### src/rtl/mesh_drain_arbiter.sv
// Round-robin drain of mesh terminal output FIFOs into a single valid/ready packet stream.
// One packet is popped in IDLE and held in HOLD until the sink accepts it.
module mesh_drain_arbiter #(
  parameter int NTERM     = 16,
  parameter int PAKG_SIZE = 32,
  parameter int IDW       = $clog2(NTERM)
) (
  input  logic                       clk_i,
  input  logic                       rst_i,
  input  logic                       en_i,
  input  logic [NTERM-1:0]           pndng_i,
  input  logic [NTERM*PAKG_SIZE-1:0] data_out_i,
  output logic [NTERM-1:0]           pop_o,
  output logic                       out_valid_o,
  input  logic                       out_ready_i,
  output logic [PAKG_SIZE-1:0]       out_data_o,
  output logic [IDW-1:0]             out_src_o,
  output logic [15:0]                out_count_o
);

  typedef enum logic {IDLE = 1'b0, HOLD = 1'b1} state_t;

  state_t         state_q, state_d;
  logic [IDW-1:0] rr_ptr;
  logic [IDW-1:0] grant_p0;
  logic           any_p0;
  logic           take_p0;
  logic           accept_p0;
  logic [IDW:0]   idx_w;

  function automatic logic [IDW-1:0] ptr_wrap(input logic [IDW-1:0] src);
    if (src == IDW'(NTERM - 1)) return '0;
    return src + IDW'(1);
  endfunction

  // Stage 0: grant search starting at rr_ptr; highest offset scanned first so the
  // nearest pending terminal overwrites and wins.
  always_comb begin
    grant_p0 = '0;
    any_p0   = 1'b0;
    idx_w    = '0;
    for (int k = NTERM - 1; k >= 0; k--) begin
      idx_w = {1'b0, rr_ptr} + (IDW+1)'(k);
      if (idx_w >= (IDW+1)'(NTERM)) idx_w = idx_w - (IDW+1)'(NTERM);
      if (pndng_i[idx_w[IDW-1:0]]) begin
        grant_p0 = idx_w[IDW-1:0];
        any_p0   = 1'b1;
      end
    end
  end

  always_comb begin
    state_d   = state_q;
    pop_o     = '0;
    take_p0   = 1'b0;
    accept_p0 = 1'b0;
    case (state_q)
      IDLE: begin
        // Reset also masks the pop strobe, since the FIFO would lose a word otherwise.
        if (en_i && any_p0 && !rst_i) begin
          take_p0         = 1'b1;
          pop_o[grant_p0] = 1'b1;
          state_d         = HOLD;
        end
      end
      HOLD: begin
        if (out_ready_i) begin
          accept_p0 = 1'b1;
          state_d   = IDLE;
        end
      end
      default: state_d = IDLE;
    endcase
  end

  always_ff @(posedge clk_i or posedge rst_i) begin
    if (rst_i) state_q <= IDLE;
    else       state_q <= state_d;
  end

  // Stage 1: captured packet, source index, pointer and accept counter.
  always_ff @(posedge clk_i or posedge rst_i) begin
    if (rst_i) begin
      rr_ptr      <= '0;
      out_data_o  <= '0;
      out_src_o   <= '0;
      out_count_o <= '0;
    end else begin
      if (take_p0) begin
        out_data_o <= data_out_i[grant_p0*PAKG_SIZE +: PAKG_SIZE];
        out_src_o  <= grant_p0;
      end
      if (accept_p0) begin
        out_count_o <= out_count_o + 16'd1;
        rr_ptr      <= ptr_wrap(out_src_o);
      end
    end
  end

  assign out_valid_o = (state_q == HOLD);

endmodule

### config.mk
export PLATFORM = sky130hd
export DESIGN_NAME = mesh_drain_arbiter
export DESIGN_NICKNAME = d
export VERILOG_FILES = /design/src/rtl/mesh_drain_arbiter.sv
export SDC_FILE = /design/constraint.sdc
export NUM_CORES = 1
export LEC_CHECK = 0
export ABC_AREA = 0
export ABC_CLOCK_PERIOD_IN_PS = 7700
export BUFFER_PORTS_ARGS = -buffer_cell sky130_fd_sc_hd__buf_4
export CAP_MARGIN = 20
export CORE_AREA = 5 5 230 232
export DETAILED_ROUTE_END_ITERATION = 12
export DIE_AREA = 0 0 235 237
export REMOVE_ABC_BUFFERS = 1
export SYNTH_ARGS = -nofsm -noshare
export SYNTH_HDL_FRONTEND = slang
export SYNTH_SLANG_ARGS = --single-unit
export TNS_END_PERCENT = 30
### constraint.sdc
create_clock -name clk_i -period 7.7 [get_ports clk_i]
set_input_delay 1.54 -clock clk_i [delete_from_list [all_inputs] [get_ports clk_i]]
set_output_delay 1.54 -clock clk_i [all_outputs]
set_load 0.01 [all_outputs]
==> results of run 1 <==
==> registers in the layout, summed over array words and instances, names as in the netlist <==
name / flops
out_count_o: 16
out_data_o: 32
out_src_o: 4
out_valid_o: 1
rr_ptr: 4
==> worst max-delay path, stage by stage, from the launching register on <==
cell	delay, ps
dfrtp_1	350
buf_4	520
ha_1	400
xor2_1	620
or3_1	210
nand4_1	370
o21ai_0	600
a211oi_1	140
a2111o_1	320
nor4_2	850
o21ba_2	270
inv_1	140
nor2_1	150
buf_4	140
==> per-stage QoR <==
stage	hold WS, ps	setup TNS (ps)	worst slack, ps	cell area, sq um
2_1_floorplan	507	-156630	-4420	9140
3_3_place_gp	467	0	1090	14900
3_5_place_dp	470	0	1060	14900
4_1_cts	482	0	754	15300
5_1_grt	504	0	329	15300
6_report	480	0	678	15300
==> cell type report <==
class,count,area share [%]
antenna,4,0.0655
clock buffer,11,1.59
clock inverter,5,0.671
inverter,19,0.467
multi-input combinational,1132,50.5
sequential,57,9.33
tap,680,5.57
timing repair buffer,645,31.8
==> placed cells by master (no fill, tap or decap), types with 5 or more instances in the layout <==
cell type	netlist	final
buf_4	12	643
nand2_1	277	277
nand3_1	132	132
nor2_1	99	98
mux2i_1	81	81
a21oi_1	75	74
mux4_2	61	61
dfrtp_1	57	57
o22ai_1	47	47
a31oi_1	34	34
a22oi_1	32	32
o21ai_0	27	27
and3_1	22	22
nand4_1	22	22
nor4_1	21	21
a311oi_1	21	20
mux2_2	18	18
xnor2_1	18	18
a221oi_1	16	16
inv_1	16	15
xor2_1	10	10
ha_1	9	9
clkbuf_16	0	9
and2_1	7	7
nor3_1	7	5
a211oi_1	5	5
a21boi_0	5	5
or3_1	5	5
o21a_1	5	5
o2111ai_1	5	5
or2_2	5	5
o21ai_1	6	5
==> cells by family after synthesis <==
group | Yosys count
flip-flops | 57
AND/OR/NAND/NOR | 615
XOR/XNOR | 28
multiplexers | 160
AO/OA/AOI/OAI | 320
adder cells (fa/ha/maj) | 9
buffers and inverters | 130
==> worst paths after layout <==
check,slack (ps),cells past startpoint,to
max,680,13,pop_o[13]
min,480,1,out_count_o[15]
max reg2reg,1310,15,out_data_o[29]
min reg2reg,480,1,out_count_o[15]
max in group asynchronous,5610,3,out_data_o[15]
min in group asynchronous,1450,3,out_count_o[7]
==> per-layer routing <==
layer	GRT usage [%]	vias to the layer above	wire, microns
li1	-	6074	-
met1	31.1	6563	29600
met2	37.5	771	31500
met3	7.22	69	6360
met4	4.49	10	1140
met5	0	-	69
==> out/qor.txt, run 1 <==
CP Launch Type -> flop
Mapped Cells -> 1319
Mux share of post-synthesis cell area -> 24.7%
Dominant synthesized flop cell -> dfrtp_1
Slew Limit Headroom -> 31.0%
Final HPWL DP -> 56000 microns
Layout area overhead -> 58.0%
Die width -> 235 microns
CP endpoint kind -> output port
Crit path max fanout -> 50
Post-synth EDFFs -> 0
Avg Inst Size Synth -> 7.34 sq um
DRT Wirelength -> 68700 microns
RSZ-0062 raised after global routing -> false
Number of vias per cell -> 5.28
Multi-input combinational cell area -> 7720 sq um
Max Cap Violations -> 0
YS warnings -> 0
Compound-Gate Fraction of Synth Area -> 22.2%
Postcts setup bufs -> 0
Die Footprint -> 55700 sq um
CTS buffer count -> 9
Yosys reg bits -> 57
Register area -> 1430 sq um
Initial DRC Count -> 1102
Top cells by area, synth -> dfrtp_1 15%, mux4_2 14%, nand2_1 11%
Fraction of layout cells with a size suffix above 1 -> 40.9%
Fmax -> 142 MHz
Xor and xnor area share after synthesis -> 2.53%
Synth Cell Area -> 9680 sq um
Wire length per cell -> 26.9 microns
Number of global-route vias before repair -> 13600
CTS tree -> built
Min Tclk post-route -> 7020 ps
Vias after detailed routing -> 13500
CTS root buffer -> clkbuf_16
# H-tree levels -> 3
Count leader, synth -> nand2_1
Slew @ Worst Pin -> 1040 ps
Routability cong. -> 0.998
Final Hold Fails -> 0
Share of the synthesized area in the top cell type -> 14.7%
Adder-Cell Fraction of Synth Area -> 1.16%
Fillers -> 5477
Post-synthesis async set-or-reset flop share -> 100%
Worst Hold Launch -> out_count_o[15]
Status -> finished, final reports clean
Die Span Y -> 237 microns
PostCTS Resize Cnt -> 0
Post-synthesis simple-gate area fraction -> 28.4%
Core area -> 50800 sq um
DRC Markers -> 0
DRT Pass-1 Iters -> 9
Pin count of the biggest net entering global routing -> 132
Worst Hold Class -> reg2reg
Yosys top cell by area -> dfrtp_1
Crit share post-route -> 91.2%
CP Launch Point -> rr_ptr[0]
Synth cell count leaders -> 277 x nand2_1, 132 x nand3_1, 99 x nor2_1
Overall Global Routing Usage -> 23.3%
I/O Buffers -> 600
CTS Sinks -> 57
Final non-filler cell total -> 2553
Final Setup Violations -> 0
Worst EP required -> 6160 ps
Layout Nets -> 2405
Clock buffer depth -> 2
Gr ovfl total -> 0
Synth cell types -> 73
Crit path kind -> reg2out
Post-Route Skew -> 3.45 ps
Dpl cells -> 2533
Main combinational cell family by area after synthesis -> simple AND/OR/NAND/NOR gates
Hold-fix buffers, CTS -> 0
Clk_lat worst skew -> 350 ps
First-pass GRT wire length -> 97100 microns
Initial core utilization -> 19.1%
Final ANT Viol Nets -> 0
Antenna violations before repair -> 9
Final count of pins violating max slew -> 0
Final Util -> 30.1%
Num rows -> 83
Seq/Total Area, Yosys -> 14.7%
I/O pins -> 601
CP arrival -> 5480 ps
Launch point of the worst reg-to-reg path -> rr_ptr[0]
Clk slew on worst S/H paths -> 60 ps
Power of run 1 is left out: the tool's default activity adds up to more than one toggle a clock period on the data nets, which glitch-free logic cannot reach.
==> inputs of run 2 (changes only) <==
--- a/config.mk
+++ b/config.mk
@@ -5,13 +5,13 @@
 export SDC_FILE = /design/constraint.sdc
 export NUM_CORES = 1
 export LEC_CHECK = 0
-export ABC_AREA = 0
+export ABC_AREA = 1
 export ABC_CLOCK_PERIOD_IN_PS = 7700
 export BUFFER_PORTS_ARGS = -buffer_cell sky130_fd_sc_hd__buf_4
 export CAP_MARGIN = 20
-export CORE_AREA = 5 5 230 232
+export CORE_AREA = 5 5 231 233
 export DETAILED_ROUTE_END_ITERATION = 12
-export DIE_AREA = 0 0 235 237
+export DIE_AREA = 0 0 236 238
 export REMOVE_ABC_BUFFERS = 1
 export SYNTH_ARGS = -nofsm -noshare
 export SYNTH_HDL_FRONTEND = slang
==> run 2 against run 1 <==
Sequential cell count stayed put. Setup slack better by 540 ps. Core utilization is 0.59 points lower. Global-route usage is 3.6 points lower. Fmax is 8.4% higher. Clock skew is 5.1 ps higher. Die area is 0.85% higher. Synthesized cell count is 51% higher. Final cell count is 25% higher. Via count is 8.8% higher. Non-clock buffer count is 19 lower. Hold slack worse by 9.1 ps. Critical path type unchanged.
==> out/qor.txt, run 2 <==
Layout Nets -> 3035 (+26%)
Initial DRC Count -> 746 (-32%)
Min Tclk post-route -> 6480 ps (-544 ps)
Mapped Cells -> 1995 (+51%)
CTS tree -> built
Gr ovfl total -> 0 (unchanged)
Most frequent CP cell -> nand2_1
Main combinational cell family by area after synthesis -> simple AND/OR/NAND/NOR gates
Final Hold Fails -> 0 (unchanged)
Dominant synthesized flop cell -> dfrtp_1
Yosys top cell by area -> nand2_1
Die Span Y -> 238 microns (+0.42%)
Post-synthesis simple-gate area fraction -> 70.4% (+42 points)
Met2 wire len -> 28700 microns (-8.7%)
Crit share post-route -> 84.1% (-7.1 points)
Die width -> 236 microns (+0.43%)
CP Launch Point -> rr_ptr[1]
Slew Limit Headroom -> 7.27% (-24 points)
DRT Wirelength -> 58900 microns (-14%)
Multi-input combinational cell area -> 7540 sq um (-2.2%)
Launch point of the worst reg-to-reg path -> rr_ptr[1]
Max reg flops -> 32 (unchanged)
# H-tree levels -> 3 (unchanged)
Number of vias per cell -> 4.61 (-13%)
Yosys reg bits -> 57 (unchanged)
Share of the synthesized area in the top cell type -> 38.1% (+23 points)
YS warnings -> 0 (unchanged)
Compound-Gate Fraction of Synth Area -> 2.82% (-19 points)
FF-to-FF setup slack -> 1690 ps (+380 ps)
Fmax -> 154 MHz (+8.4%)
Final HPWL DP -> 45500 microns (-19%)
First-pass GRT wire length -> 85800 microns (-12%)
Count leader, synth -> nand2_1
Avg Inst Size Synth -> 4.91 sq um (-33%)
Worst EP required -> 6160 ps (about the same)
Mux share of post-synthesis cell area -> 0% (-25 points)
Num rows -> 83 (unchanged)
CP peak stage delay -> 720 ps (-130 ps)
Max layer used -> met5
CP endpoint kind -> output port
Routed wl met3 -> 5020 microns (-21%)
Final count of pins violating max slew -> 0 (unchanged)
CTS root buffer -> clkbuf_16
Crit path kind -> reg2out
Max Cap Violations -> 0 (unchanged)
Register area -> 1430 sq um (unchanged)
Antenna violations before repair -> 9 (unchanged)
Reg with most FFs -> out_data_o
CTS Sinks -> 57 (unchanged)
I/O pins -> 601 (unchanged)
Routability cong. -> 0.913 (-8.6%)
Largest regs -> out_data_o (32), out_count_o (16)
Post-Route Skew -> 8.50 ps (+5.05 ps)
PostCTS Resize Cnt -> 0 (unchanged)
Pin count of the biggest net entering global routing -> 193 (+46%)
Worst Hold Launch -> out_count_o[15]
Hold Slack -> 471 ps (-9.09 ps)
Seq/Total Area, Yosys -> 14.6% (-0.18 points)
Clock buffer depth -> 2 (unchanged)
Final Setup Violations -> 0 (unchanged)
Top cells by area, synth -> nand2_1 38%, nand3_1 23%, dfrtp_1 15%
Wire length per cell -> 18.5 microns (-31%)
Fraction of layout cells with a size suffix above 1 -> 26.9% (-14 points)
Commonest non-fill, non-tap cell in the layout -> nand2_1
Family with the most delay on the worst path -> simple AND/OR/NAND/NOR gates
Vias after detailed routing -> 14700 (+8.8%)
Die Footprint -> 56200 sq um (+0.85%)
I/O Buffers -> 600 (unchanged)
Clk_lat worst skew -> 350 ps (about the same)
Status -> finished, final reports clean
CP arrival -> 4940 ps (-540 ps)
DRC Markers -> 0 (unchanged)
DRT Pass-1 Iters -> 5 (-4)
CTS buffer count -> 9 (unchanged)
Number of global-route vias before repair -> 14100 (+3.7%)
CP Launch Type -> flop
RSZ-0062 raised after global routing -> false
Commonest cells after routing, fill and taps aside -> 993 x nand2_1, 624 x buf_4, 456 x nand3_1
Adder-Cell Fraction of Synth Area -> 1.15% (-0.014 points)
Final ANT Viol Nets -> 0 (unchanged)
Worst Hold Class -> reg2reg
Post-synth EDFFs -> 0 (unchanged)
Postcts setup bufs -> 0 (unchanged)
Overall Global Routing Usage -> 19.7% (-3.6 points)
Fillers -> 5942 (+8.5%)
Slew @ Worst Pin -> 1390 ps (+355 ps)
Hold-fix buffers, CTS -> 0 (unchanged)
Synth cell count leaders -> 994 x nand2_1, 456 x nand3_1, 198 x nor2_1
Sum of routed wire segments on met1 -> 22900 microns (-23%)
Clk slew on worst S/H paths -> 60 ps (about the same)
Initial core utilization -> 19.2% (+0.16 points)
Layout area overhead -> 53.6%
Slowest CP cell -> dfrtp_1
Xor and xnor area share after synthesis -> 2.07% (-0.46 points)
Synth Cell Area -> 9800 sq um (+1.2%)
Post-synthesis async set-or-reset flop share -> 100% (unchanged)
Synth cell types -> 35 (-52%)
Crit path max fanout -> 37 (-26%)
Core area -> 51000 sq um (+0.41%)
WP buf/inv -> 5 (+2)
Setup TNS -> 0 ps (unchanged)
## run 2: logic make-up (layout without fill, tap and decap cells)
kind of cell	count (synthesis)	count (layout)
buffers and inverters	189	692
adder cells (fa/ha/maj)	9	9
AND/OR/NAND/NOR	1667	1667
XOR/XNOR	21	21
AO/OA/AOI/OAI	52	52
other	0	8
flip-flops	57	57
## run 2: final cells by class
cell class | count | share of cell area (%)
timing repair buffer | 626 | 31.4
tap | 680 | 5.65
inverter | 51 | 1.31
clock buffer | 9 | 1.50
antenna | 8 | 0.133
multi-input combinational | 1749 | 50.1
sequential | 57 | 9.48
clock inverter | 6 | 0.399
## run 2: per-layer routing
layer	global-route usage, %	vias up
li1	-	7365
met1	23.4	6566
met2	34.2	653
met3	5.14	91
met4	7.78	2
met5	0	-
## run 2: metrics by stage
| step | instance area [sq um] | util, % | setup WS (ps) | std cells |
|---|---|---|---|---|
| after global placement | 14700 | 28.9 | 1570 | 3163 |
| after global routing | 15000 | 29.5 | 794 | 3183 |
| after detailed placement | 14700 | 28.9 | 1580 | 3163 |
| after floorplan | 9110 | - | -1670 | 1857 |
| final | 15000 | 29.5 | 1220 | 3186 |
| after CTS | 15000 | 29.5 | 1170 | 3178 |
## run 2: final timing paths
path                                    to  cells past startpoint
min in group asynchronous   out_data_o[27]                      3
hold reg to reg            out_count_o[15]                      1
setup reg to reg            out_data_o[26]                     36
max in group asynchronous   out_data_o[29]                      3
hold / removal             out_count_o[15]                      1
setup / recovery                  pop_o[0]                     29
Power of run 2 is left out for the same reason.
